==> config.mk <==
export PLATFORM = sky130hd
export DESIGN_NAME = spi_reg_ctrl
export DESIGN_NICKNAME = d
export VERILOG_FILES = /design/src/rtl/spi_reg_ctrl.sv
export SDC_FILE = /design/constraint.sdc
export NUM_CORES = 1
export LEC_CHECK = 0
export ABC_AREA = 0
export CORE_UTILIZATION = 48
export DETAILED_ROUTE_END_ITERATION = 8
export HOLD_SLACK_MARGIN = 0.08
export PLACE_DENSITY = 0.76
export SYNTH_ARGS = -nofsm -noshare
export SYNTH_HDL_FRONTEND = slang
export SYNTH_SLANG_ARGS = --single-unit
export TNS_END_PERCENT = 20
==> constraint.sdc <==
create_clock -name clk -period 3.3 [get_ports clk]
set_clock_uncertainty 0.2 [all_clocks]
set_input_delay 0.66 -clock clk [delete_from_list [all_inputs] [get_ports clk]]
set_output_delay 0.66 -clock clk [all_outputs]
set_load 0.03 [all_outputs]
==> src/rtl/spi_reg_ctrl.sv <==
// SPI (mode 0) slave that writes a small bank of 8-bit control registers.
// Latency: register and wr_pulse update 1 clk after the synchronized ncs rising edge.
// Backpressure: none; SPI is a push interface, so frames that are malformed are dropped.
//
// Ports:
//   clk, rst            - system clock, synchronous active-high reset
//   ncs, sclk, copi     - asynchronous SPI inputs (sclk at most clk/8)
//   cipo                - SPI read data, only with SPI_READBACK_EN defined
//   en_reg_out_*, en_reg_pwm_*, pwm_duty_cycle - registers at addresses 0x00..0x04
//   wr_pulse            - one-clk strobe on every committed write
// Build option: define SPI_READBACK_EN to add the cipo port and read shifter.
// Frame: 16 bits MSB first, {rw(1=write), addr[6:0], data[7:0]}.

`timescale 1ns/1ps

module spi_reg_ctrl #(
    parameter int unsigned SYNC_STAGES = 2,
    parameter logic [6:0]  MAX_ADDR    = 7'h04
) (
    input  logic       clk,
    input  logic       rst,
    input  logic       ncs,
    input  logic       sclk,
    input  logic       copi,
`ifdef SPI_READBACK_EN
    output logic       cipo,
`endif
    output logic [7:0] en_reg_out_7_0,
    output logic [7:0] en_reg_out_15_8,
    output logic [7:0] en_reg_pwm_7_0,
    output logic [7:0] en_reg_pwm_15_8,
    output logic [7:0] pwm_duty_cycle,
    output logic       wr_pulse
);

    typedef enum logic [1:0] {IDLE, SHIFT, COMMIT, DISCARD} state_t;

    state_t                 state, state_nxt;

    logic [SYNC_STAGES-1:0] ncs_sync, sclk_sync, copi_sync;
    logic [SYNC_STAGES-1:0] settle;
    logic                   ncs_s, sclk_s, copi_s;
    logic                   ncs_d, sclk_d;
    logic                   ncs_hi_seen;
    logic                   ncs_fall, ncs_rise, sclk_rise;

    logic [4:0]             bit_cnt, cnt_upd;
    logic [15:0]            shreg, sh_nxt, frame_nxt;

    logic                   cnt_clr, shift_en, commit_go, wr_go;

    // ---------------------------------------------------------------
    // Input synchronizers and edge detection
    // ---------------------------------------------------------------
    always_ff @(posedge clk) begin
        if (rst) begin
            ncs_sync    <= '1;
            sclk_sync   <= '0;
            copi_sync   <= '0;
            ncs_d       <= 1'b1;
            sclk_d      <= 1'b0;
            settle      <= '0;
            ncs_hi_seen <= 1'b0;
        end else begin
            ncs_sync    <= {ncs_sync[SYNC_STAGES-2:0], ncs};
            sclk_sync   <= {sclk_sync[SYNC_STAGES-2:0], sclk};
            copi_sync   <= {copi_sync[SYNC_STAGES-2:0], copi};
            ncs_d       <= ncs_s;
            sclk_d      <= sclk_s;
            settle      <= {settle[SYNC_STAGES-2:0], 1'b1};
            // Once the chain has refilled with real samples, a frame may
            // only start after ncs has been seen high. This stops the tail
            // of a frame interrupted by reset from being taken as a new one.
            if (settle[SYNC_STAGES-1] && ncs_s)
                ncs_hi_seen <= 1'b1;
        end
    end

    assign ncs_s     = ncs_sync[SYNC_STAGES-1];
    assign sclk_s    = sclk_sync[SYNC_STAGES-1];
    assign copi_s    = copi_sync[SYNC_STAGES-1];

    assign ncs_fall  = ncs_d & ~ncs_s & ncs_hi_seen;
    assign ncs_rise  = ~ncs_d & ncs_s;
    assign sclk_rise = ~sclk_d & sclk_s;

    // sclk is counted before the ncs rule is applied when both edges coincide.
    assign cnt_upd   = bit_cnt + {4'd0, sclk_rise};
    assign sh_nxt    = {shreg[14:0], copi_s};
    assign frame_nxt = shift_en ? sh_nxt : shreg;

    // ---------------------------------------------------------------
    // FSM: state register
    // ---------------------------------------------------------------
    always_ff @(posedge clk) begin
        if (rst)
            state <= IDLE;
        else
            state <= state_nxt;
    end

    // ---------------------------------------------------------------
    // FSM: next state
    // ---------------------------------------------------------------
    always_comb begin
        state_nxt = state;
        case (state)
            IDLE: begin
                if (ncs_fall)
                    state_nxt = SHIFT;
            end
            SHIFT: begin
                if (sclk_rise && (bit_cnt == 5'd16))
                    state_nxt = DISCARD;
                else if (ncs_rise)
                    state_nxt = (cnt_upd == 5'd16) ? COMMIT : IDLE;
            end
            COMMIT:  state_nxt = IDLE;
            DISCARD: begin
                if (ncs_s)
                    state_nxt = IDLE;
            end
            default: state_nxt = IDLE;
        endcase
    end

    // ---------------------------------------------------------------
    // FSM: outputs (datapath controls)
    // ---------------------------------------------------------------
    always_comb begin
        cnt_clr   = 1'b0;
        shift_en  = 1'b0;
        commit_go = 1'b0;
        case (state)
            IDLE:  cnt_clr = ncs_fall;
            SHIFT: begin
                shift_en  = sclk_rise;
                commit_go = (state_nxt == COMMIT);
            end
            default: ;
        endcase
    end

    // Registers load on entry to COMMIT so the new value and wr_pulse are
    // both visible during the single COMMIT cycle.
    assign wr_go = commit_go && frame_nxt[15] && (frame_nxt[14:8] <= MAX_ADDR);

    // ---------------------------------------------------------------
    // Bit counter and shift register
    // ---------------------------------------------------------------
    always_ff @(posedge clk) begin
        if (rst) begin
            bit_cnt <= '0;
            shreg   <= '0;
        end else if (cnt_clr) begin
            bit_cnt <= '0;
            shreg   <= '0;
        end else if (shift_en) begin
            bit_cnt <= cnt_upd;
            shreg   <= sh_nxt;
        end
    end

    // ---------------------------------------------------------------
    // Register bank
    // ---------------------------------------------------------------
    always_ff @(posedge clk) begin
        if (rst) begin
            en_reg_out_7_0  <= '0;
            en_reg_out_15_8 <= '0;
            en_reg_pwm_7_0  <= '0;
            en_reg_pwm_15_8 <= '0;
            pwm_duty_cycle  <= '0;
            wr_pulse        <= 1'b0;
        end else begin
            wr_pulse <= wr_go;
            if (wr_go) begin
                case (frame_nxt[14:8])
                    7'h00:   en_reg_out_7_0  <= frame_nxt[7:0];
                    7'h01:   en_reg_out_15_8 <= frame_nxt[7:0];
                    7'h02:   en_reg_pwm_7_0  <= frame_nxt[7:0];
                    7'h03:   en_reg_pwm_15_8 <= frame_nxt[7:0];
                    7'h04:   pwm_duty_cycle  <= frame_nxt[7:0];
                    default: ;
                endcase
            end
        end
    end

`ifdef SPI_READBACK_EN
    // ---------------------------------------------------------------
    // Read-back shifter
    // ---------------------------------------------------------------
    logic [7:0] rd_mux, out_sh;
    logic       rd_active, rd_load, sclk_fall;

    assign sclk_fall = sclk_d & ~sclk_s;

    // After the 8th bit the shifter already holds {rw, addr}.
    assign rd_load = shift_en && (cnt_upd == 5'd8) && !sh_nxt[7]
                     && (sh_nxt[6:0] <= MAX_ADDR);

    always_comb begin
        rd_mux = '0;
        case (sh_nxt[6:0])
            7'h00:   rd_mux = en_reg_out_7_0;
            7'h01:   rd_mux = en_reg_out_15_8;
            7'h02:   rd_mux = en_reg_pwm_7_0;
            7'h03:   rd_mux = en_reg_pwm_15_8;
            7'h04:   rd_mux = pwm_duty_cycle;
            default: rd_mux = '0;
        endcase
    end

    // The falling edge that follows the 8th rising edge must not shift:
    // the controller samples data bit 7 on the 9th rising edge, so the
    // shifter only advances once bit_cnt has reached 9.
    always_ff @(posedge clk) begin
        if (rst) begin
            out_sh    <= '0;
            rd_active <= 1'b0;
        end else if ((state != SHIFT) || ncs_s) begin
            out_sh    <= '0;
            rd_active <= 1'b0;
        end else if (rd_load) begin
            out_sh    <= rd_mux;
            rd_active <= 1'b1;
        end else if (rd_active && sclk_fall && (bit_cnt >= 5'd9)) begin
            out_sh    <= {out_sh[6:0], 1'b0};
        end
    end

    assign cipo = rd_active & out_sh[7];
`endif

endmodule

==> flow_metrics.py <==
metrics = {
    "outcome": {
        "status": "finished, final reports clean",
    },
    "layout": {
        "fin_nets": 388,
        "multi_input_area_sq_mm": 0.001535,
        "antenna_cells": 0,
        "seq_area_sq_mm": 0.001501,
        "final_area_sq_mm": 0.003969,
        "syn2layout_area_growth_pct": 26.02,
        "nFillCells": 511,
        "drive_above_1_share_pct": 12.95,
    },
    "yosys": {
        "ys_ff_latch": 75,
        "synth-edff-count": 0,
        "ys_seq_area_share_pct": 47.68,
        "synthArstFlopShare_pct": 0,
        "yosysWarnings": 0,
        "synthCells": 328,
        "ys_types": 47,
        "syn_area_per_cell_sq_um": 9.601,
        "synthesis.nets": 335,
        "ys_dominant_reg_cell": "dfxtp_1",
        "syn-cell-area_sq_mm": 0.003149,
    },
    "clocking": {
        "clk_path_buf_depth": 2,
        "cts_tree": "done",
        "cts_made_buffers": 9,
        "cts_setup_buffers": 0,
        "root_buffer": "clkbuf_8",
        "cts.htree.levels": 3,
        "clkTransAtPathRegs_ns": 0.08,
        "hold_buffers": 0,
        "cts.sink_count": 75,
        "clkLatencyLatePin_ns": 0.35,
    },
    "timing": {
        "hold_viol": 0,
        "max_freq_ghz": 0.3169,
        "fin_crit_ns": 3.155,
        "worstMarginPinSlew_ns": 0.9743,
        "grt_setup_unrepaired": "no",
        "finalSetupViolCount": 0,
        "fin_crit_sh_pct": 95.61,
        "slew_headroom_pct": 34.34,
        "slew_violations": 0,
        "fin_hold_ws_ns": 0.2077,
    },
    "detailed_routing": {
        "first_pass_iters": 4,
        "ant_nets": 0,
        "drt_wl_total_um": 6861,
        "vias": 2467,
        "route.detailed.drc": 0,
        "drt_iter0_drc": 141,
        "avgViaCountPerCell": 5.328,
        "routedWlPerCell_um": 14.82,
    },
    "floorplanning": {
        "die_w_um": 83,
        "io_pins": 46,
        "core_sq_mm": 0.006350,
        "die_area_sq_mm": 0.006889,
        "row_count": 29,
        "fp.dieH_um": 83,
        "start_util_pct": 49.60,
    },
    "pwr": {
        "p_per_area_mw_per_mm2": 453.6,
        "p_leak_nw": 1.499,
        "peakVddDrop_uv": 343.9,
        "total_power_mw": 1.800,
    },
    "place": {
        "placed_area_sq_mm": 0.003709,
        "gp_congestion": 0.8569,
        "io_buffers": 45,
        "hpwl_um": 4600,
    },
    "global_route": {
        "grt_pass1_wl_um": 11200,
        "grt_pass1_vias": 2322,
        "grt_start_max_net_pins": 44,
        "grt_util_all_layers_pct": 20.82,
        "grt-ovfl-total": 0,
        "antenna_found_initial": 0,
    },
    "setup_path": {
        "critPathMaxFanout": 8,
        "crit_path_top_delay_cell": "or4b_4",
        "critPathMaxStageDelay_ns": 0.55,
        "worstPathArrival_ns": 3.19,
        "critPathKind": "reg -> reg",
        "cp_top_family": "compound AO/OA/AOI/OAI gates",
        "worst_setup_path_start_kind": "flip-flop",
        "path_cells": "nand2b_1 > inv_1 > ha_2 > ha_4 > or4b_4 > o41a_4 > a2111oi_4 > buf_12 > mux2i_1 > nor2_1",
        "critPathCaptureType": "flip-flop",
        "worstPathRequired_ns": 3.33,
        "cp.buffers_inverters": 2,
    },
    "worst_hold_path": {
        "min_path_type": "reg -> reg",
    },
    "flow_run": {
        "drv_cap": 0,
    },
}
## cells by family after synthesis
kind of cell | count (synthesis) | synth area share [%]
mux | 42 | 13.39
flops | 75 | 47.68
compound gates | 35 | 9.853
simple gates | 151 | 22.96
fa+ha+maj | 2 | 0.7945
xor+xnor | 3 | 0.8345
buf+inv | 20 | 4.489
## cell usage after synthesis, types with 2 or more instances
library cell  number  share of area (%)
a2111oi_4          3                2.6
a211oi_1           3               0.72
a21oi_1           13                2.1
a31oi_1            2               0.40
and2b_2            2               0.56
and3_1             2               0.40
clkbuf_1           7               0.83
clkbuf_8           4                1.7
dfxtp_1           75                 48
ha_1               2               0.79
inv_1              5               0.60
mux2i_1           41                 13
nand2_1           69                8.2
nand4_1            3               0.60
nor2_1            42                5.0
nor2b_1           15                3.0
nor4b_1            3               0.83
o21ai_0            4               0.64
o41ai_1            2               0.56
or2_2              2               0.40
xor2_1             3               0.83
## routing by layer
metal / part of all wire, % / vias to the layer above / global-route usage [%]
met5: 0 / - / 0
met4: 1.9 / 0 / 9.248
met3: 5.3 / 11 / 6.461
met2: 48 / 68 / 34.95
met1: 45 / 1169 / 24.35
li1: - / 1219 / -
## power breakdown
group	internal [mW]	switching, mW
clock	0.504	0.344
combinational	0.0148	0.0241
sequential	0.910	0.00330
## worst reg2reg max path: cells and delay by family, from the launching register on
family	cells	cell delay, ns
compound gates	2	0.86
simple gates	3	0.76
buf+inv	2	0.27
fa+ha+maj	2	0.43
flops	1	0.31
mux	1	0.21
## metrics by stage
step / cells / utilization, % / TNS (ns) / setup slack (ns)
finish: 463 / 62.50 / 0 / 0.1449
floorplan: 328 / - / -0.3510 / -0.02324
global placement: 447 / 58.40 / 0 / 0.09627
detailed placement: 447 / 58.40 / 0 / 0.01803
global route: 463 / 62.50 / 0 / 0.02902
CTS: 463 / 62.17 / 0 / 0.01136
## final timing paths
check,startpoint,end,slack (ns),depth (start not counted)
worst min-delay path,ncs_sync[0],ncs_sync[1],0.21,1
worst max-delay path,sclk_d,en_reg_out_15_8[4],0.14,10
worst max register to register,sclk_d,en_reg_out_15_8[4],0.14,10
worst min register to register,ncs_sync[0],ncs_sync[1],0.21,1
## registers in the layout (all words and copies together) (netlist names)
register	count
shreg	16
en_reg_out_15_8	8
en_reg_out_7_0	8
en_reg_pwm_15_8	8
en_reg_pwm_7_0	8
pwm_duty_cycle	8
bit_cnt	5
copi_sync	2
ncs_sync	2
sclk_sync	2
settle	2
state	2
ncs_d	1
ncs_hi_seen	1
sclk_d	1
wr_pulse	1
## final cells by class
class / count / share of cell area, %
multi-input combinational: 233 / 38.68
sequential: 75 / 37.83
timing repair buffer: 57 / 14.56
clock buffer: 10 / 3.216
clock inverter: 6 / 2.806
tap: 77 / 2.427
inverter: 5 / 0.4729
## placed cells by master (no fill, tap or decap), types with 4 or more instances in the layout
| cell | Yosys | final |
|---|---|---|
| a21oi_1 | 13 | 13 |
| clkbuf_8 | 4 | 9 |
| clkdlybuf4s50_1 | 0 | 45 |
| buf_4 | 0 | 9 |
| o21ai_0 | 4 | 4 |
| mux2i_1 | 41 | 41 |
| nor2b_1 | 15 | 15 |
| dfxtp_1 | 75 | 75 |
| inv_1 | 5 | 5 |
| nor2_1 | 42 | 42 |
| nand2_1 | 69 | 69 |
## timing repair
action                                  CTS  global route
resized for setup                         0             3
pin swaps                                 2             2
gates cloned                              0             0
endpoints found under the setup margin    8            24
No activity file was read; power rests on OpenSTA's default activity.
